## config.mk

```make
export PLATFORM = sky130hd
export DESIGN_NAME = spell_rambus_arbiter_flat
export DESIGN_NICKNAME = d
export VERILOG_FILES = /design/src/rtl/spell_rambus_pkg.sv /design/src/rtl/spell_rambus_arbiter_if.sv /design/src/rtl/spell_rambus_arbiter.sv /design/src/flat_wrapper.sv
export SDC_FILE = /design/constraint.sdc
export NUM_CORES = 1
export LEC_CHECK = 0
export BUFFER_PORTS_ARGS = -buffer_cell sky130_fd_sc_hd__buf_2
export CAP_MARGIN = 20
export CORE_AREA = 2 2 112 114
export DETAILED_ROUTE_END_ITERATION = 10
export DIE_AREA = 0 0 114 116
export PLACE_DENSITY = 0.87
export SETUP_SLACK_MARGIN = 0.2
export SLEW_MARGIN = 20
export SYNTH_ARGS = -nofsm -noshare
export SYNTH_HDL_FRONTEND = slang
export SYNTH_SLANG_ARGS = --single-unit
```

## constraint.sdc

```tcl
create_clock -name clock -period 1.5 [get_ports clock]
set_input_delay 0.075 -clock clock [delete_from_list [all_inputs] [get_ports clock]]
set_output_delay 0.075 -clock clock [all_outputs]
set_load 0.02 [all_outputs]
```

## src/rtl/spell_rambus_pkg.sv

```systemverilog
// Shared types and constants for the spell RAM bus arbiter.
//   state_t     : arbiter FSM states
//   mst_t       : master index (M0 = spell core, M1 = host window)
//   TMO_DEFAULT : default slave-ack timeout in cycles
//   TMO_RDATA   : read data returned on a timed-out transfer
package spell_rambus_pkg;

  typedef enum logic [1:0] {IDLE, BUSY, DONE} state_t;

  typedef enum logic {MST_M0 = 1'b0, MST_M1 = 1'b1} mst_t;

  localparam int unsigned TMO_DEFAULT = 255;
  localparam logic [63:0] TMO_RDATA   = '0;

endpackage

```

## src/rtl/spell_rambus_arbiter_if.sv

```systemverilog
// Signal bundle for the two-master / one-slave Wishbone classic arbiter.
//   m0_* : spell core master link    m1_* : host window master link
//   s_*  : RAM macro slave link
// Modports:
//   slave  : the arbiter's view (accepts master requests, drives the RAM)
//   master : the surrounding agents' view (masters and the RAM response)
interface spell_rambus_arbiter_if
  import spell_rambus_pkg::*;
#(
  parameter int unsigned ADDR_W = 10,
  parameter int unsigned DATA_W = 32,
  parameter int unsigned SEL_W  = 4
);

  logic              m0_cyc, m0_stb, m0_we;
  logic [ADDR_W-1:0] m0_adr;
  logic [DATA_W-1:0] m0_dat_w;
  logic [SEL_W-1:0]  m0_sel;
  logic              m0_ack, m0_err;
  logic [DATA_W-1:0] m0_dat_r;

  logic              m1_cyc, m1_stb, m1_we;
  logic [ADDR_W-1:0] m1_adr;
  logic [DATA_W-1:0] m1_dat_w;
  logic [SEL_W-1:0]  m1_sel;
  logic              m1_ack, m1_err;
  logic [DATA_W-1:0] m1_dat_r;

  logic              s_cyc, s_stb, s_we;
  logic [ADDR_W-1:0] s_adr;
  logic [DATA_W-1:0] s_dat_w;
  logic [SEL_W-1:0]  s_sel;
  logic              s_ack;
  logic [DATA_W-1:0] s_dat_r;

  modport slave (
    input  m0_cyc, m0_stb, m0_we, m0_adr, m0_dat_w, m0_sel,
    output m0_ack, m0_err, m0_dat_r,
    input  m1_cyc, m1_stb, m1_we, m1_adr, m1_dat_w, m1_sel,
    output m1_ack, m1_err, m1_dat_r,
    output s_cyc, s_stb, s_we, s_adr, s_dat_w, s_sel,
    input  s_ack, s_dat_r
  );

  modport master (
    output m0_cyc, m0_stb, m0_we, m0_adr, m0_dat_w, m0_sel,
    input  m0_ack, m0_err, m0_dat_r,
    output m1_cyc, m1_stb, m1_we, m1_adr, m1_dat_w, m1_sel,
    input  m1_ack, m1_err, m1_dat_r,
    input  s_cyc, s_stb, s_we, s_adr, s_dat_w, s_sel,
    output s_ack, s_dat_r
  );

endinterface

```

## src/rtl/spell_rambus_arbiter.sv

```systemverilog
// Two-master to one-slave Wishbone classic arbiter for the spell RAM bus.
// Round-robin grant with optional host priority, one transfer per grant,
// and a watchdog that ends any slave cycle that never acks.
// Ports:
//   clock     : single clock
//   reset     : synchronous, active-high
//   prio_host : 1 = M1 wins simultaneous requests, 0 = round-robin
//   bus       : m0/m1 master links and s slave link (slave modport)
// All outputs are registered.
module spell_rambus_arbiter
  import spell_rambus_pkg::*;
#(
  parameter int unsigned ADDR_W = 10,
  parameter int unsigned DATA_W = 32,
  parameter int unsigned SEL_W  = 4,
  parameter int unsigned TMO    = TMO_DEFAULT
) (
  input  logic                  clock,
  input  logic                  reset,
  input  logic                  prio_host,
  spell_rambus_arbiter_if.slave bus
);

  localparam int unsigned       TW       = $clog2(TMO + 1);
  localparam logic [TW-1:0]     TMO_LAST = TW'(TMO - 1);
  localparam logic [DATA_W-1:0] RD_TMO   = DATA_W'(TMO_RDATA);

  state_t            state_q, state_d;
  mst_t              gnt_q, gnt_d;
  mst_t              last_q, last_d;
  logic [TW-1:0]     tmo_q, tmo_d;
  logic              cyc_q, cyc_d;
  logic              we_q, we_d;
  logic [ADDR_W-1:0] adr_q, adr_d;
  logic [DATA_W-1:0] wdat_q, wdat_d;
  logic [SEL_W-1:0]  sel_q, sel_d;
  logic [1:0]        ack_q, ack_d;
  logic [1:0]        err_q, err_d;
  logic [DATA_W-1:0] rdat0_q, rdat0_d;
  logic [DATA_W-1:0] rdat1_q, rdat1_d;

  logic req0, req1;
  mst_t win;

  assign req0 = bus.m0_cyc & bus.m0_stb;
  assign req1 = bus.m1_cyc & bus.m1_stb;

  // On a tie the master that did not win last time goes next, unless host priority is set.
  always_comb begin
    if (req0 && req1) begin
      if (prio_host) win = MST_M1;
      else           win = (last_q == MST_M0) ? MST_M1 : MST_M0;
    end else if (req1) begin
      win = MST_M1;
    end else begin
      win = MST_M0;
    end
  end

  always_comb begin
    state_d = state_q;
    gnt_d   = gnt_q;
    last_d  = last_q;
    tmo_d   = tmo_q;
    cyc_d   = cyc_q;
    we_d    = we_q;
    adr_d   = adr_q;
    wdat_d  = wdat_q;
    sel_d   = sel_q;
    ack_d   = '0;
    err_d   = '0;
    rdat0_d = '0;
    rdat1_d = '0;

    unique case (state_q)
      IDLE: begin
        if (req0 || req1) begin
          state_d = BUSY;
          gnt_d   = win;
          last_d  = win;
          tmo_d   = '0;
          cyc_d   = 1'b1;
          if (win == MST_M1) begin
            we_d   = bus.m1_we;
            adr_d  = bus.m1_adr;
            wdat_d = bus.m1_dat_w;
            sel_d  = bus.m1_sel;
          end else begin
            we_d   = bus.m0_we;
            adr_d  = bus.m0_adr;
            wdat_d = bus.m0_dat_w;
            sel_d  = bus.m0_sel;
          end
        end
      end

      BUSY: begin
        if (bus.s_ack) begin
          state_d      = DONE;
          cyc_d        = 1'b0;
          ack_d[gnt_q] = 1'b1;
          if (gnt_q == MST_M1) rdat1_d = we_q ? '0 : bus.s_dat_r;
          else                 rdat0_d = we_q ? '0 : bus.s_dat_r;
        end else if (tmo_q == TMO_LAST) begin
          state_d      = DONE;
          cyc_d        = 1'b0;
          ack_d[gnt_q] = 1'b1;
          err_d[gnt_q] = 1'b1;
          if (gnt_q == MST_M1) rdat1_d = RD_TMO;
          else                 rdat0_d = RD_TMO;
        end else begin
          tmo_d = tmo_q + TW'(1);
        end
      end

      DONE: begin
        state_d = IDLE;
      end

      default: begin
        state_d = IDLE;
      end
    endcase
  end

  always_ff @(posedge clock) begin
    if (reset) begin
      state_q <= IDLE;
      gnt_q   <= MST_M0;
      last_q  <= MST_M1;
      tmo_q   <= '0;
      cyc_q   <= 1'b0;
      we_q    <= 1'b0;
      adr_q   <= '0;
      wdat_q  <= '0;
      sel_q   <= '0;
      ack_q   <= '0;
      err_q   <= '0;
      rdat0_q <= '0;
      rdat1_q <= '0;
    end else begin
      state_q <= state_d;
      gnt_q   <= gnt_d;
      last_q  <= last_d;
      tmo_q   <= tmo_d;
      cyc_q   <= cyc_d;
      we_q    <= we_d;
      adr_q   <= adr_d;
      wdat_q  <= wdat_d;
      sel_q   <= sel_d;
      ack_q   <= ack_d;
      err_q   <= err_d;
      rdat0_q <= rdat0_d;
      rdat1_q <= rdat1_d;
    end
  end

  assign bus.s_cyc    = cyc_q;
  assign bus.s_stb    = cyc_q;
  assign bus.s_we     = we_q;
  assign bus.s_adr    = adr_q;
  assign bus.s_dat_w  = wdat_q;
  assign bus.s_sel    = sel_q;
  assign bus.m0_ack   = ack_q[0];
  assign bus.m1_ack   = ack_q[1];
  assign bus.m0_err   = err_q[0];
  assign bus.m1_err   = err_q[1];
  assign bus.m0_dat_r = rdat0_q;
  assign bus.m1_dat_r = rdat1_q;

endmodule

```

## src/flat_wrapper.sv

```systemverilog
// flat-port wrapper written by rule: the top's interface ports become plain ports
module spell_rambus_arbiter_flat import spell_rambus_pkg::*;
#(
  parameter int unsigned ADDR_W = 10,
  parameter int unsigned DATA_W = 32,
  parameter int unsigned SEL_W  = 4,
  parameter int unsigned TMO    = TMO_DEFAULT
)
  (clock, reset, prio_host, bus_m0_cyc, bus_m0_stb, bus_m0_we, bus_m0_adr, bus_m0_dat_w, bus_m0_sel, bus_m0_ack, bus_m0_err, bus_m0_dat_r, bus_m1_cyc, bus_m1_stb, bus_m1_we, bus_m1_adr, bus_m1_dat_w, bus_m1_sel, bus_m1_ack, bus_m1_err, bus_m1_dat_r, bus_s_cyc, bus_s_stb, bus_s_we, bus_s_adr, bus_s_dat_w, bus_s_sel, bus_s_ack, bus_s_dat_r);
  spell_rambus_arbiter_if #(.ADDR_W(ADDR_W), .DATA_W(DATA_W), .SEL_W(SEL_W)) bus_i ();
  input  logic clock;
  input  logic reset;
  input  logic prio_host;
  input wire logic [$bits(bus_i.m0_cyc)-1:0] bus_m0_cyc;
  input wire logic [$bits(bus_i.m0_stb)-1:0] bus_m0_stb;
  input wire logic [$bits(bus_i.m0_we)-1:0] bus_m0_we;
  input wire logic [$bits(bus_i.m0_adr)-1:0] bus_m0_adr;
  input wire logic [$bits(bus_i.m0_dat_w)-1:0] bus_m0_dat_w;
  input wire logic [$bits(bus_i.m0_sel)-1:0] bus_m0_sel;
  output wire logic [$bits(bus_i.m0_ack)-1:0] bus_m0_ack;
  output wire logic [$bits(bus_i.m0_err)-1:0] bus_m0_err;
  output wire logic [$bits(bus_i.m0_dat_r)-1:0] bus_m0_dat_r;
  input wire logic [$bits(bus_i.m1_cyc)-1:0] bus_m1_cyc;
  input wire logic [$bits(bus_i.m1_stb)-1:0] bus_m1_stb;
  input wire logic [$bits(bus_i.m1_we)-1:0] bus_m1_we;
  input wire logic [$bits(bus_i.m1_adr)-1:0] bus_m1_adr;
  input wire logic [$bits(bus_i.m1_dat_w)-1:0] bus_m1_dat_w;
  input wire logic [$bits(bus_i.m1_sel)-1:0] bus_m1_sel;
  output wire logic [$bits(bus_i.m1_ack)-1:0] bus_m1_ack;
  output wire logic [$bits(bus_i.m1_err)-1:0] bus_m1_err;
  output wire logic [$bits(bus_i.m1_dat_r)-1:0] bus_m1_dat_r;
  output wire logic [$bits(bus_i.s_cyc)-1:0] bus_s_cyc;
  output wire logic [$bits(bus_i.s_stb)-1:0] bus_s_stb;
  output wire logic [$bits(bus_i.s_we)-1:0] bus_s_we;
  output wire logic [$bits(bus_i.s_adr)-1:0] bus_s_adr;
  output wire logic [$bits(bus_i.s_dat_w)-1:0] bus_s_dat_w;
  output wire logic [$bits(bus_i.s_sel)-1:0] bus_s_sel;
  input wire logic [$bits(bus_i.s_ack)-1:0] bus_s_ack;
  input wire logic [$bits(bus_i.s_dat_r)-1:0] bus_s_dat_r;
  assign bus_i.m0_cyc = bus_m0_cyc;
  assign bus_i.m0_stb = bus_m0_stb;
  assign bus_i.m0_we = bus_m0_we;
  assign bus_i.m0_adr = bus_m0_adr;
  assign bus_i.m0_dat_w = bus_m0_dat_w;
  assign bus_i.m0_sel = bus_m0_sel;
  assign bus_m0_ack = bus_i.m0_ack;
  assign bus_m0_err = bus_i.m0_err;
  assign bus_m0_dat_r = bus_i.m0_dat_r;
  assign bus_i.m1_cyc = bus_m1_cyc;
  assign bus_i.m1_stb = bus_m1_stb;
  assign bus_i.m1_we = bus_m1_we;
  assign bus_i.m1_adr = bus_m1_adr;
  assign bus_i.m1_dat_w = bus_m1_dat_w;
  assign bus_i.m1_sel = bus_m1_sel;
  assign bus_m1_ack = bus_i.m1_ack;
  assign bus_m1_err = bus_i.m1_err;
  assign bus_m1_dat_r = bus_i.m1_dat_r;
  assign bus_s_cyc = bus_i.s_cyc;
  assign bus_s_stb = bus_i.s_stb;
  assign bus_s_we = bus_i.s_we;
  assign bus_s_adr = bus_i.s_adr;
  assign bus_s_dat_w = bus_i.s_dat_w;
  assign bus_s_sel = bus_i.s_sel;
  assign bus_i.s_ack = bus_s_ack;
  assign bus_i.s_dat_r = bus_s_dat_r;
  spell_rambus_arbiter #(.ADDR_W(ADDR_W), .DATA_W(DATA_W), .SEL_W(SEL_W), .TMO(TMO)) u_core (.clock(clock), .reset(reset), .prio_host(prio_host), .bus(bus_i));
endmodule
```

Word-level counts from Yosys, hierarchy flattened --
Index checks and enable logic that the tools add are counted.
Storage, ports and cells: output and inout port bits 117, bits of input ports 134, register bits 128, logic and storage cells 65
Cells by class: bitwise logic cells 5, $add $sub $neg 1, mux-type cells 25, equal/unequal tests 6, $lt $le $gt $ge 2, reduce and logical (&&, ||, !) cells 13
Operators by type and width (number):
- $mux W32 | 2
- $mux W8 | 3
- $pmux W8 S2 | 1
- $mux W10 | 1
- $mux W2 | 5
- $mux W1 | 9
- $add A8 B1 Y8 const B | 1
- $eq A8 B8 Y1 const B | 1
- $reduce_or A4 Y1 | 2
- $mux W4 | 1
- $ne A2 B2 Y1 const B | 2
- $pmux W2 S2 | 1
- $reduce_and A2 Y1 | 2
- $reduce_and A4 Y1 | 1
- $ne A3 B2 Y1 const B | 1
- $not A1 Y1 | 3
- $reduce_and A3 Y1 | 1
- $reduce_or A3 Y1 | 1
- $and A1 B1 Y1 | 2
- $eq A2 B1 Y1 const B | 1
- $logic_and A1 B1 Y1 | 2
- $logic_not A2 Y1 | 1
- $lt A1 B2 Y1 const B | 1
- $ne A2 B1 Y1 const B | 1
- other kinds (6) | 6

Depth between registers and ports, before layout --
word-level depth 6, mapped depth 6, depth with buffers taken out 6

Least setup slack after synthesis --
Ideal clock, no wire load.
path kind reg2reg, start register u_core.tmo_q[0], end register u_core.tmo_q[4], cell stages (with the launch flop) 7, arrival time 1.484 ns, data required time 1.443 ns, period minus slack after synthesis 1.542 ns, path slack -0.042 ns, cells stage by stage dfxtp_1 > inv_1 > ha_1 > and3_1 > a211o_1 > nor4b_1 > a21o_1
Between the ends: word-level cells in the longest chain between the ends 4, elaborated cells on any way between the ends 7, classes of those cells add/sub: 1; eq/ne: 2; mux: 3; reduce/logical: 1
RTL lines:
- start, declared | RTL line spell_rambus_arbiter.sv:31 | logic [TW-1:0] tmo_q, tmo_d;
- start signal, assigned | RTL line spell_rambus_arbiter.sv:145 | tmo_q <= tmo_d;
- $add A8 B1 Y8 | RTL line spell_rambus_arbiter.sv:112 | tmo_d = tmo_q + TW'(1);
- $mux W8 | RTL line spell_rambus_arbiter.sv:104 | end else if (tmo_q == TMO_LAST) begin
- $mux W8 | RTL line spell_rambus_arbiter.sv:98 | if (bus.s_ack) begin
- $pmux W8 S2 | RTL line spell_rambus_arbiter.sv:75 | unique case (state_q)
Parallel ways exist; a longest one is shown, timed or not. The select of a mux whose other input is x is not followed. A chain may end at the register's enable or synchronous reset.

Worst setup path in the final report --
start register u_core.last_q, end register u_core.adr_q[0], in the netlist u_core.bus.s_adr[0]
Between the ends: word-level cells in the longest chain between the ends 4
RTL lines:
- start, declared | RTL line spell_rambus_arbiter.sv:30 | mst_t last_q, last_d;
- start signal, assigned | RTL line spell_rambus_arbiter.sv:144 | last_q <= last_d;
- $mux W1 | RTL line spell_rambus_arbiter.sv:52 | else win = (last_q == MST_M0) ? MST_M1 : MST_M0;
- $mux W1 | RTL line spell_rambus_arbiter.sv:51 | if (prio_host) win = MST_M1;
- $mux W1 | RTL line spell_rambus_arbiter.sv:50 | if (req0 && req1) begin
- $mux W10 | RTL line spell_rambus_arbiter.sv:83 | if (win == MST_M1) begin
- end signal, assigned | RTL line spell_rambus_arbiter.sv:148 | adr_q <= adr_d;
- end, declared | RTL line spell_rambus_arbiter.sv:34 | logic [ADDR_W-1:0] adr_q, adr_d;
Every way passes these cells.

==> flow_summary.toml <==
[worst_setup_path]
arrival_ps = 1860
cp-startpoint = "u_core.last_q$_SDFFE_PP1P_"
rr_worst_depth = 7
reg2reg_to = "u_core.bus.s_adr[0]$_SDFFE_PP0P_"
cp_max_fo = 9
rr_startpoint = "u_core.last_q$_SDFFE_PP1P_"
required_ps = 1800
crit_path_end = "u_core.bus.s_adr[0]$_SDFFE_PP0P_"
worstPathCellList = "inv_2, o311ai_4, buf_6, buf_12, buf_4, mux2i_1, a211oi_1"
ff2ff_setup_slack_ps = -60
slowest_delay_ps = 330
crit_type = "flip-flop to flip-flop"
start_kind = "flip-flop"
endpoint_kind = "flip-flop"
slowest_stage = "dfxtp_2"

[logic_synthesis]
synth_edf_count = 0
synth_top_family_by_area = "simple AND/OR/NAND/NOR gates"
avgSynthCellArea_um2 = 10.4
yosysWarnings = 0
synth_xor_area_share_pct = 0
synth.cell_area_um2 = 4840
synth_seq_cells = 128
ys_seq_area_share_pct = 53.0
synth_compound_area_share_pct = 15.6
synth_nets = 602
async_flop_share_pct = 0
synth.distinct_cells = 40
synth_simple_gate_area_share_pct = 16.5
synth_ff_type = "dfxtp_1"
syn_inst = 466
synthMuxAreaShare_pct = 9.73
synthAdderAreaFrac_pct = 0.517

[timing]
worst_hold_slack_ps = 14.2
tightest_slew_ps = 402
slew_viol_final = 0
relSlewSlack_pct = 73.2
setup_viol = 3
period_minus_slack_ps = 1560
period_share_pct = 104
rsz0062_at_grt = "true"
timing.fmax_mhz = 641
fin_setup_tns_ps = -125
fin_worst_skew_ps = 13.8
setup_slack_ps = -60.0
hold_viol = 0

[placed_design]
dpl.hpwl_mm = 9.33
pre_cts_slack_ps = -46.0
port_buffers = 250
routabilityCongestion = 0.806

[detailed_routing]
drt_iter0_drc = 337
routed_wl_mm = 18.7
vias = 4969
route.detailed.drc = 0
vias_per_cell = 5.20
routedWlPerCell_um = 19.6
first_pass_iters = 4
ant_nets = 0

[pwr]
power.share.combinational_pct = 18.1
swShare_pct = 27.3
power_switching_uw = 2730
power.density_nw_per_um2 = 1220
peakVddDrop_mv = 0.615
p_total_uw = 10000
p_clk_share_pct = 45.4
p_int_uw = 7270
pwr-share-seq_pct = 36.5
cellLeakagePower_uw = 0.00389

[layout]
nets = 931
areaGrowthSynthToFinish_pct = 69.8
fill_cells = 788
diodes = 0
drive_gt1_share_pct = 54.7

[clocking]
clk_pin_slew_worst_paths_ps = 60
cts_tree = "done"
numCtsBuffers = 17
clkLatencyLatePin_ps = 420
cts_sinks = 128
clock_path_buffers = 2
root_buffer = "clkbuf_16"
cts-htree-levels = 4

[floorplan]
rows = 40
coreArea_um2 = 11900
ios = 251
die_height_um = 116
initial_utilization_pct = 40.6
dieArea_um2 = 13200
die_w_um = 114

[run]
drv_cap = 0

[status]
violations = "setup timing"
status = "finished with violations"

[global_route]
grt_pass1_vias = 4849
grt.total_usage_pct = 24.8
grt_max_degree = 33
grt_pass1_wl_mm = 24.9
antenna_found_initial = 1
grt_overflow = 0

[hold_path]
hold_path.class = "input port to flip-flop"
per-stage QoR:
stage	std cells	cell area (um2)	utilization (%)
floorplan	466	4870	-
global placement	852	6330	53.1
detailed placement	852	6330	53.1
CTS	946	7840	65.8
global route	955	8210	68.9
finish	955	8210	68.9
routing by layer:
layer  share of wire [%]  up-vias  GRT usage (%)  routed length, um
li1                    -     2258              -                  -
met5               0.085        -              0                 16
met1                  34     2332           24.1               6450
met4                 3.7        2           10.7                689
met2                  53      309           46.8               9960
met3                 8.6       68           9.41               1600
cells in the mapped netlist (2+ instances only):
master	instances	area (um2)
nand2_1	4	15.0
inv_1	5	18.8
nor3_1	4	20.0
mux2i_1	47	470
and3_1	3	18.8
nor2_1	115	432
o21ai_1	2	10.0
buf_4	7	52.6
clkbuf_1	16	60.1
buf_2	7	35.0
a211oi_2	40	500
a211oi_1	8	60.1
dfxtp_1	128	2560
nand2b_1	34	213
buf_12	2	40.0
ha_1	2	25.0
nand3_1	8	40.0
a21oi_1	6	30.0
nand4_1	2	12.5
a211o_1	3	26.3
o21ai_0	3	15.0
a31oi_1	2	12.5
sequential cells by signal (all words and copies together), names as in the netlist:
| signal | cells |
|---|---|
| u_core.bus.s_sel | 4 |
| u_core.bus.m1_dat_r | 32 |
| u_core.bus.s_we | 1 |
| u_core.bus.s_dat_w | 32 |
| u_core.last_q | 1 |
| u_core.bus.s_cyc | 1 |
| u_core.tmo_q | 8 |
| u_core.state_q | 2 |
| u_core.bus.s_adr | 10 |
| u_core.bus.m0_dat_r | 32 |
| u_core.gnt_q | 1 |
| u_core.ack_q | 2 |
| u_core.err_q | 2 |
kinds of logic (layout without fill, tap and decap cells):
family,after synthesis,after routing
and+or+nand+nor,176,176
muxes,47,47
AOI/OAI and AO/OA,74,74
buffers and inverters,39,381
DFF,128,128
adders and majority gates,2,2
cells in the final DEF, fill, tap and decap left out, drive strengths merged, types with 2 or more instances in the layout:
cell type and count:
clkinv 4, nor3 4, ha 2, dfxtp 128, dlygate4sd3 45, inv 10
nand3 8, and3 3, mux2i 47, a31oi 2, nand2b 34, bufinv 4
a21oi 6, a211o 3, nand2 5, a211oi 48, buf 294, nand4 2
nor2 116, o21ai 5, clkbuf 21, clkinvlp 2
worst min-delay path by stage:
stage / from / endpoint / slack (ps) / depth (start not counted)
finish: bus_m1_dat_w[26] / u_core.bus.s_dat_w[26]$_SDFFE_PP0P_ / 10 / 3
global route: bus_m1_dat_w[29] / u_core.bus.s_dat_w[29]$_SDFFE_PP0P_ / 10 / 3
CTS: bus_m0_dat_w[21] / u_core.bus.s_dat_w[21]$_SDFFE_PP0P_ / 2 / 3
detailed placement: bus_s_dat_r[2] / u_core.bus.m1_dat_r[2]$_SDFF_PP0_ / 330 / 3
global placement: bus_s_dat_r[16] / u_core.bus.m1_dat_r[16]$_SDFF_PP0_ / 320 / 3
floorplan: bus_s_dat_r[10] / u_core.bus.m1_dat_r[10]$_SDFF_PP0_ / 230 / 2
power by group through the flow:
stage | Clock [uW] | Combinational (uW) | Sequential (uW)
3_5_place_dp | 0 | 1330 | 3710
4_1_cts | 4500 | 1640 | 3650
2_1_floorplan | 0 | 657 | 3910
6_report | 4540 | 1810 | 3650
3_3_place_gp | 0 | 1300 | 3710
5_1_grt | 4730 | 1910 | 3670
cell type report:
class | count | area [um2] | area share (%)
Clock buffer | 18 | 439 | 5.35
Clock inverter | 14 | 204 | 2.48
Inverter | 6 | 22.5 | 0.274
Multi-Input combinational cell | 299 | 2390 | 29.2
Sequential cell | 128 | 2570 | 31.3
Tap cell | 147 | 184 | 2.24
Timing Repair Buffer | 343 | 2390 | 29.1
worst max-delay path: cells and delay by family (launching register included):
kind                   cells  cell delay, ps
AOI/OAI and AO/OA          2             560
buffers and inverters      4             470
DFF                        1             330
muxes                      1              80
what timing repair did:
item,4_1_cts,5_1_grt
pin swaps,10,8
endpoints found under the setup margin,121,116
gates cloned,6,4
hold buffers,45,0
gates resized for setup,42,61
buffers inserted,11,5
hold endpoints to repair,76,0
Note: power is estimated with default switching activity, not from simulation.
